[config.mk]
export PLATFORM = sky130hd
export DESIGN_NAME = inverter_bist_ctrl_flat
export DESIGN_NICKNAME = d
export VERILOG_FILES = /design/src/rtl/inverter_bist_ctrl_pkg.sv /design/src/rtl/inverter_bist_ctrl_if.sv /design/src/rtl/inverter_bist_ctrl_lfsr8.sv /design/src/rtl/inverter_bist_ctrl.sv /design/src/flat_wrapper.sv
export SDC_FILE = /design/constraint.sdc
export NUM_CORES = 1
export LEC_CHECK = 0
export BUFFER_PORTS_ARGS = -buffer_cell sky130_fd_sc_hd__buf_2
export CAP_MARGIN = 20
export CORE_MARGIN = 2
export CORE_UTILIZATION = 55
export CTS_BUF_LIST = sky130_fd_sc_hd__clkbuf_8
export DETAILED_ROUTE_END_ITERATION = 10
export PLACE_DENSITY = 0.75
export SKIP_LAST_GASP = 1
export SLEW_MARGIN = 20
export SYNTH_ARGS = -nofsm -noshare
export SYNTH_HDL_FRONTEND = slang
export SYNTH_SLANG_ARGS = --single-unit
export TNS_END_PERCENT = 1
[constraint.sdc]
create_clock -name clk -period 5.9 [get_ports clk]
set_input_delay 0.885 -clock clk [delete_from_list [all_inputs] [get_ports clk]]
set_output_delay 0.885 -clock clk [all_outputs]
set_load 0.01 [all_outputs]
[src/rtl/inverter_bist_ctrl_pkg.sv]
// Shared types and constants for the inverter BIST sequencer.
// State encoding, LFSR taps/seed and the LFSR step function.
package inverter_bist_ctrl_pkg;

  typedef enum logic [1:0] {
    S_IDLE   = 2'd0,
    S_APPLY  = 2'd1,
    S_SETTLE = 2'd2,
    S_CHECK  = 2'd3
  } state_t;

  localparam logic [7:0] LFSR_TAPS = 8'hB8;
  localparam logic [7:0] DEF_SEED  = 8'hA5;

  // Fibonacci x^8+x^6+x^5+x^4+1, shifting toward bit 0
  function automatic logic [7:0] lfsr_next(
    input logic [7:0] s
  );
    return {^(s & LFSR_TAPS), s[7:1]};
  endfunction

endpackage

[src/rtl/inverter_bist_ctrl_if.sv]
// Control-side bundle between the test controller and the BIST.
// Controller drives start/abort; BIST returns status and counts.
interface inverter_bist_ctrl_if #(
  parameter int ERR_W = 8
) ();

  logic             start;
  logic             abort;
  logic             busy;
  logic             done;
  logic             pass;
  logic [ERR_W-1:0] err_count;
  logic [7:0]       vec_count;

  modport master (
    output start, abort,
    input  busy, done, pass,
    input  err_count, vec_count
  );

  modport slave (
    input  start, abort,
    output busy, done, pass,
    output err_count, vec_count
  );

endinterface

[src/rtl/inverter_bist_ctrl_lfsr8.sv]
// 8-bit Fibonacci LFSR pattern source for the inverter BIST.
// load has priority over step; reset returns to SEED.
module lfsr8
  import inverter_bist_ctrl_pkg::*;
#(
  parameter logic [7:0] SEED = DEF_SEED
) (
  input  logic       clk,
  input  logic       rst_n,
  input  logic       load,
  input  logic [7:0] seed,
  input  logic       step,
  output logic [7:0] q
);

  always_ff @(posedge clk or negedge rst_n) begin
    if (!rst_n) begin
      q <= SEED;
    end else if (load) begin
      q <= seed;
    end else if (step) begin
      q <= lfsr_next(q);
    end
  end

endmodule

[src/rtl/inverter_bist_ctrl.sv]
// BIST sequencer for a 1-bit inverter cell: drives LFSR bits,
// waits a settle time, checks ~dut_in and counts mismatches.
module inverter_bist_ctrl
  import inverter_bist_ctrl_pkg::*;
#(
  parameter int         NUM_VECTORS   = 16,
  parameter int         SETTLE_CYCLES = 2,
  parameter int         ERR_W         = 8,
  parameter logic [7:0] LFSR_SEED     = DEF_SEED
) (
  input  logic                  clk,
  input  logic                  rst_n,
  inverter_bist_ctrl_if.slave   bus,
  output logic                  dut_in,
  input  logic                  dut_out
);

  localparam logic [7:0] SET_L = 8'(SETTLE_CYCLES);
  localparam logic [7:0] NV_L  = 8'(NUM_VECTORS);

  state_t           r_state;
  logic [7:0]       r_settle;
  logic [7:0]       r_vec;
  logic [ERR_W-1:0] r_err;
  logic             r_dut_in;
  logic             r_done;
  logic             r_pass;

  logic [7:0]       w_lfsr;
  logic             w_go;
  logic             w_step;
  logic             w_load;
  logic             w_mis;
  logic             w_last;
  logic [7:0]       w_vec_nx;
  logic [ERR_W-1:0] w_err_nx;

  assign w_go   = (r_state == S_IDLE) & bus.start & ~bus.abort;
  assign w_step = (r_state == S_CHECK) & ~bus.abort;
  // An all-zero state would lock up; reseed defensively
  assign w_load = w_go | (w_lfsr == 8'd0);

  assign w_mis    = (dut_out == r_dut_in);
  assign w_err_nx = (w_mis && (r_err != '1)) ?
                    r_err + ERR_W'(1) : r_err;
  assign w_vec_nx = r_vec + 8'd1;
  assign w_last   = (w_vec_nx == NV_L);

  lfsr8 #(.SEED(LFSR_SEED)) u_lfsr (
    .clk   (clk),
    .rst_n (rst_n),
    .load  (w_load),
    .seed  (LFSR_SEED),
    .step  (w_step),
    .q     (w_lfsr)
  );

  always_ff @(posedge clk or negedge rst_n) begin
    if (!rst_n) begin
      r_state  <= S_IDLE;
      r_settle <= 8'd0;
      r_vec    <= 8'd0;
      r_err    <= '0;
      r_dut_in <= 1'b0;
      r_done   <= 1'b0;
      r_pass   <= 1'b0;
    end else if ((r_state != S_IDLE) && bus.abort) begin
      r_state  <= S_IDLE;
      r_dut_in <= 1'b0;
      r_done   <= 1'b0;
      r_pass   <= 1'b0;
    end else begin
      unique case (r_state)
        S_IDLE: begin
          if (w_go) begin
            r_state <= S_APPLY;
            r_err   <= '0;
            r_vec   <= 8'd0;
            r_done  <= 1'b0;
            r_pass  <= 1'b0;
          end
        end
        S_APPLY: begin
          r_dut_in <= w_lfsr[0];
          r_settle <= SET_L;
          r_state  <= (SET_L == 8'd0) ? S_CHECK : S_SETTLE;
        end
        S_SETTLE: begin
          r_settle <= r_settle - 8'd1;
          if (r_settle <= 8'd1) begin
            r_state <= S_CHECK;
          end
        end
        S_CHECK: begin
          r_err <= w_err_nx;
          r_vec <= w_vec_nx;
          if (w_last) begin
            r_state  <= S_IDLE;
            r_done   <= 1'b1;
            r_pass   <= (w_err_nx == '0);
            r_dut_in <= 1'b0;
          end else begin
            r_state <= S_APPLY;
          end
        end
        default: r_state <= S_IDLE;
      endcase
    end
  end

  assign dut_in        = r_dut_in;
  assign bus.busy      = (r_state != S_IDLE);
  assign bus.done      = r_done;
  assign bus.pass      = r_pass;
  assign bus.err_count = r_err;
  assign bus.vec_count = r_vec;

endmodule

[src/flat_wrapper.sv]
// flat-port wrapper written by rule: the top's interface ports become plain ports
module inverter_bist_ctrl_flat import inverter_bist_ctrl_pkg::*;
#(
  parameter int         NUM_VECTORS   = 16,
  parameter int         SETTLE_CYCLES = 2,
  parameter int         ERR_W         = 8,
  parameter logic [7:0] LFSR_SEED     = DEF_SEED
)
  (clk, rst_n, dut_in, dut_out, bus_start, bus_abort, bus_busy, bus_done, bus_pass, bus_err_count, bus_vec_count);
  inverter_bist_ctrl_if #(.ERR_W(ERR_W)) bus_i ();
  input  logic clk;
  input  logic rst_n;
  output logic dut_in;
  input  logic dut_out;
  input wire logic [$bits(bus_i.start)-1:0] bus_start;
  input wire logic [$bits(bus_i.abort)-1:0] bus_abort;
  output wire logic [$bits(bus_i.busy)-1:0] bus_busy;
  output wire logic [$bits(bus_i.done)-1:0] bus_done;
  output wire logic [$bits(bus_i.pass)-1:0] bus_pass;
  output wire logic [$bits(bus_i.err_count)-1:0] bus_err_count;
  output wire logic [$bits(bus_i.vec_count)-1:0] bus_vec_count;
  assign bus_i.start = bus_start;
  assign bus_i.abort = bus_abort;
  assign bus_busy = bus_i.busy;
  assign bus_done = bus_i.done;
  assign bus_pass = bus_i.pass;
  assign bus_err_count = bus_i.err_count;
  assign bus_vec_count = bus_i.vec_count;
  inverter_bist_ctrl #(.NUM_VECTORS(NUM_VECTORS), .SETTLE_CYCLES(SETTLE_CYCLES), .ERR_W(ERR_W), .LFSR_SEED(LFSR_SEED)) u_core (.clk(clk), .rst_n(rst_n), .bus(bus_i), .dut_in(dut_in), .dut_out(dut_out));
endmodule
; ---- After elaboration in Yosys (flattened, before gate mapping)
; Cells that the tools add are included.
[totals]
ff_bits = 37
in_bits = 5
out_inout_bits = 20
wordCells = 67
[op_classes]
add_sub_neg = 3
magnitude_cmp = 1
eq_ne = 10
muxes = 22
n_bitwise = 6
reduce_logical = 17
[op_table]
columns = cell, n
row1 = $pmux W8 S2, 3
row2 = $mux W8, 4
row3 = $add A8 B1 Y8 const B, 2
row4 = $logic_not A8 Y1, 2
row5 = $eq A8 B5 Y1 const B, 1
row6 = $le A8 B1 Y1 const B, 1
row7 = $mux W1, 8
row8 = $ne A8 B8 Y1 const B, 1
row9 = $pmux W2 S4, 1
row10 = $reduce_bool A2 Y1, 4
row11 = $reduce_xor A8 Y1, 1
row12 = $sub A8 B1 Y8 const B, 1
row13 = $mux W2, 3
row14 = $ne A3 B2 Y1 const B, 2
row15 = $pmux W1 S2, 3
row16 = $reduce_and A2 Y1, 3
row17 = $reduce_and A3 Y1, 2
row18 = $reduce_bool A3 Y1, 2
row19 = $eq A2 B2 Y1 const B, 2
row20 = $and A1 B1 Y1, 3
row21 = $ne A3 B1 Y1 const B, 1
row22 = $eq A2 B1 Y1 const B, 1
row23 = $logic_and A1 B1 Y1, 2
row24 = $logic_not A2 Y1, 1
row25 = 4 further kinds, 5

; ---- Logic depth before layout (Yosys ltp)
[depth]
depth_word = 7
ltp_mapped = 8
depth_no_buf = 7

; ---- Hierarchy
; A second synthesis with hierarchy kept.
[unflattened]
hier_cells = 252
hier_area_um2 = 2254.7
[modules_own_cells]
columns = mod, n_inst, cells_per_inst, area_per_inst_um2, seq_area_each_um2
row1 = inverter_bist_ctrl, 1, 210, 1821.7, 725.7
row2 = lfsr8, 1, 42, 432.9, 205.2

; ---- Worst setup path before layout
; Ideal clock, no wire load.
[synth_path]
kind = input -> register
from = input port dut_out
to = register u_core.r_err[7] (netlist: u_core.bus.err_count[7])
setup_time_ns = 0.121
arrival_ns = 2.192
required_ns = 5.779
slack_ns = 3.587
path_stages = 5
path_buffers = 0
path_cell_list = xor2_1 a41o_4 nor4_1 mux2_2 a22o_1
[synth_between]
elab_chain_len = 4
[synth_lines]
columns = item, line_no
row1 = "start, declared", flat_wrapper.sv:14  ; input logic dut_out;
row2 = $eq A1 B1 Y1, inverter_bist_ctrl.sv:43  ; assign w_mis = (dut_out == r_dut_in);
row3 = $logic_and A1 B1 Y1, inverter_bist_ctrl.sv:44  ; assign w_err_nx = (w_mis && (r_err != '1)) ?
row4 = $mux W8, inverter_bist_ctrl.sv:44
row5 = $pmux W8 S2, inverter_bist_ctrl.sv:73  ; unique case (r_state)
row6 = "end signal, assigned", inverter_bist_ctrl.sv:95  ; r_err <= w_err_nx;
row7 = "end, declared", inverter_bist_ctrl.sv:24  ; logic [ERR_W-1:0] r_err;
; Every way passes these cells.
; A chain may end at the register's enable or synchronous reset.

; ---- Worst setup path in the final report
[layout_path]
from = register u_core.r_state[0]
to = register u_core.r_err[6] (netlist: u_core.bus.err_count[6])
[layout_between]
elab_chain_len = 5
elab_cells_between_ends = 11
cone_classes = eq/ne: 2 / mux: 1 / bitwise: 3 / reduce/logical: 5
[layout_lines]
columns = item, line_no
row1 = "start, declared", inverter_bist_ctrl.sv:21  ; state_t r_state;
row2 = "start signal, assigned", inverter_bist_ctrl.sv:86  ; r_state <= (SET_L == 8'd0) ? S_CHECK : S_SETTLE;
row3 = $logic_not A2 Y1, "inverter_bist_ctrl.sv:38, inverter_bist_ctrl.sv:73"
row4 = $and A1 B1 Y1 (2 in a row), inverter_bist_ctrl.sv:38  ; assign w_go = (r_state == S_IDLE) & bus.start & ~bus.abort;
row5 = $ne A2 B1 Y1 (no line), -
row6 = $reduce_and A3 Y1 (no line), -
; Several ways; a longest one is shown, not always the timed one.

==> Implementation_results.wiki <==
{| class="wikitable"
! Metric !! Value
|-
| Final period util || 0.4537
|-
| Leading cell types in the layout, fill and taps excluded || sky130_fd_sc_hd__nand2_1 (33), sky130_fd_sc_hd__dfrtp_1 (33), sky130_fd_sc_hd__buf_2 (24), sky130_fd_sc_hd__o21ai_0 (21), sky130_fd_sc_hd__nand3_1 (14)
|-
| TNS Setup || 0 ns
|-
| Async set or reset register ratio after synthesis || 1.000
|-
| Placement Setup Slack || 3.336 ns
|-
| Number of diodes || 0
|-
| Minimum hold slack || 0.5063 ns
|-
| Vias per cell || 5.985
|-
| Count of buffers from port buffering || 24
|-
| Fin. Hold Viols || 0
|-
| Detailed placer's ending HPWL || 3169 µm
|-
| Number of antenna-violating nets in the routed design || 0
|-
| Overflow after GRT || 0
|-
| Tightest Hold Check Type || register to register
|-
| Power density over the cells || 417.8 nW/µm²
|-
| First-pass GRT wire length || 7679 µm
|-
| Non-filler cells, final || 323
|-
| Maximum number of pins on one net before global-route repair || 38
|-
| Crit Path Max Fanout || 23
|-
| Maxcap violations || 0
|-
| Run status || complete, no violations
|-
| Worst path arrival time || 2.89 ns
|-
| Setup Skew || 0.008702 ns
|-
| RR Endpoint || u_core.bus.err_count[6]
|-
| Syn avg cell area || 9.152 µm²
|-
| Startpoint type of the worst setup path || register
|-
| Netlist area before placement || 2297 µm²
|-
| Clock Path Buffers || 2
|-
| Number of levels in the clock H-tree || 2
|-
| Critical path's largest stage delay || 0.69 ns
|-
| Cell area after layout || 2560 µm²
|-
| Period minus WS final || 2.677 ns
|-
| Total leakage power || 1.185 nW
|-
| Height of the die || 68.63 µm
|-
| Final RePlAce weighted congestion || 0.8741
|-
| Routed len/inst || 14.63 µm
|-
| All-Layer GR Usage || 0.2206
|-
| Critical Path End Type || register
|-
| Max-slew headroom || 0.4579
|-
| Rows || 23
|-
| Cell count after synthesis || 251
|-
| Overall power after layout || 1.069 mW
|-
| Crit Path Class || register to register
|-
| Synthesized Nets || 265
|-
| Cts repair resizes || 0
|-
| Setup repair after global routing missed its margin || no
|-
| Launch instance of the worst register-to-register path || u_core.r_state[0]
|-
| Placeable core area || 4000 µm²
|-
| Die area || 4709 µm²
|-
| # DRC || 0
|-
| Standard cell area after detailed placement || 2444 µm²
|-
| Die X-Extent || 68.63 µm
|-
| Setup WS post-layout || 3.223 ns
|-
| Quantity of hold-fixing buffers added after cts || 0
|-
| Post-synth cell types || 57
|-
| Number of placed cells counting well taps || 315
|-
| Clock tree from TritonCTS || built
|-
| Worst vdd rail ir drop || 0.2852 mV
|-
| Post-layout utilization of the core || 0.6400
|-
| Register clock-pin slew on the reported worst setup and hold paths || 0.07 ns
|-
| Number of nets in the layout || 286
|-
| Worst EP required || 6.11 ns
|-
| Total vias in the final route || 1933
|-
| Number of enable flip-flop cells after synthesis || 0
|-
| Relative area change from synthesis to final layout || 11.44%
|-
| Clock root buffer || sky130_fd_sc_hd__clkbuf_8
|-
| Layout cell share with drive strength beyond 1 || 0.1868
|-
| Number of post-CTS setup repair buffers || 0
|-
| Clock Sinks || 37
|-
| Final number of max-transition violations || 0
|-
| Critical path, cell by cell || ha_1 > nor2b_1 > a21oi_1 > buf_4 > nor2_1 > nand4_1 > o21ai_0
|-
| Most instantiated flip-flop cell in the synthesis netlist || sky130_fd_sc_hd__dfrtp_1
|-
| Number of global-route vias before repair || 1668
|-
| Synth Register Bits || 37
|-
| Clock network latency to the later pin of the worst-skew pair || 0.29 ns
|-
| Yosys warning total || 0
|-
| Register-to-Register Path Depth || 7
|-
| Clock buffers created by TritonCTS || 5
|-
| Routed wire length || 4727 µm
|-
| I/O pins || 25
|-
| Flop2flop setup slack || 3.22 ns
|-
| 1st-pass router iterations || 5
|-
| Final number of setup-violating endpoints || 0
|-
| Worst slew pin tran || 0.8131 ns
|-
| Maximum operating frequency || 373.6 MHz
|-
| Number of antenna violations at the first check in global routing || 0
|-
| CP endpoint || u_core.bus.err_count[6]
|-
| Highest-delay cell along the critical path || sky130_fd_sc_hd__ha_1
|-
| Startpoint of the most critical setup path || u_core.r_state[0]
|-
| Sequential share of the synthesized area || 0.4052
|-
| Count of routing violations after the opening detailed-route iteration || 257
|-
| Initial core utilization || 0.5743
|}
-- final cells by class --
class	instances	area, µm²
clock inverters	2	33.78
inverters	9	33.78
multi-input cells	194	1289
flip-flops and latches	37	930.9
well taps	50	62.56
repair buffers	25	127.6
fillers	327	1440
clock buffers	6	82.58
-- flip-flops by register name, summed over array words and instances, names as in the netlist --
signal                flops
u_core.bus.vec_count      8
u_core.dut_in             1
u_core.r_state            2
u_core.r_settle           8
u_core.bus.err_count      8
u_core.bus.pass           1
u_core.bus.done           1
u_core.u_lfsr.q           8
-- how the worst min path moves through the flow --
| stage | from | end | slack, ns | cells after the start |
|---|---|---|---|---|
| 3_5_place_dp | u_core.bus.done | u_core.bus.done | 0.49 | 1 |
| 5_1_grt | u_core.bus.done | u_core.bus.done | 0.53 | 1 |
| 6_report | u_core.bus.done | u_core.bus.done | 0.51 | 1 |
| 2_1_floorplan | u_core.r_settle[6] | u_core.r_settle[6] | 0.47 | 2 |
| 4_1_cts | u_core.r_settle[6] | u_core.r_settle[6] | 0.51 | 2 |
| 3_3_place_gp | u_core.bus.done | u_core.bus.done | 0.49 | 1 |
-- routing by layer --
| metal | up-vias | track usage | share of wire | wire [µm] |
|---|---|---|---|---|
| met5 | - | 0 | 0 | 0 |
| met3 | 9 | 0.05844 | 0.044 | 210 |
| li1 | 973 | - | - | - |
| met1 | 905 | 0.3029 | 0.49 | 2298 |
| met4 | 0 | 0.08000 | 0.016 | 74 |
| met2 | 46 | 0.3341 | 0.45 | 2144 |
-- logic make-up after synthesis --
kind of cell	Yosys count	share of synthesized area
compound gates	79	0.2500
xor+xnor	4	0.01525
fa+ha+maj	9	0.04902
buf+inv	20	0.03377
flops	37	0.4052
mux	6	0.02778
simple gates	96	0.2190
-- power breakdown --
part | switching (mW) | leakage [nW] | internal, mW
combinational | 0.262 | 0.633 | 0.181
sequential | 0.0741 | 0.489 | 0.327
clock | 0.0891 | 0.0626 | 0.136
-- synthesized netlist by cell type, drive strengths merged, types with 5 or more instances --
master | instances | share of area
o21a | 5 | 0.016
nand2 | 33 | 0.054
ha | 9 | 0.049
nor2 | 12 | 0.020
nand2b | 6 | 0.016
o21ai | 22 | 0.048
inv | 9 | 0.015
a21oi | 13 | 0.028
o31ai | 5 | 0.025
clkbuf | 9 | 0.015
dfrtp | 33 | 0.36
nand3 | 15 | 0.035
a22o | 12 | 0.046
nor3 | 5 | 0.011
-- worst max-delay path: cells and delay by family (launching register included) --
family / cells / cell delay, ns
buffers and inverters: 1 / 0.23
AND/OR/NAND/NOR: 3 / 0.88
AO/OA/AOI/OAI: 2 / 0.34
adder cells (fa/ha/maj): 1 / 0.69
flip-flops: 1 / 0.45
Note: power is estimated with default switching activity, not from simulation.
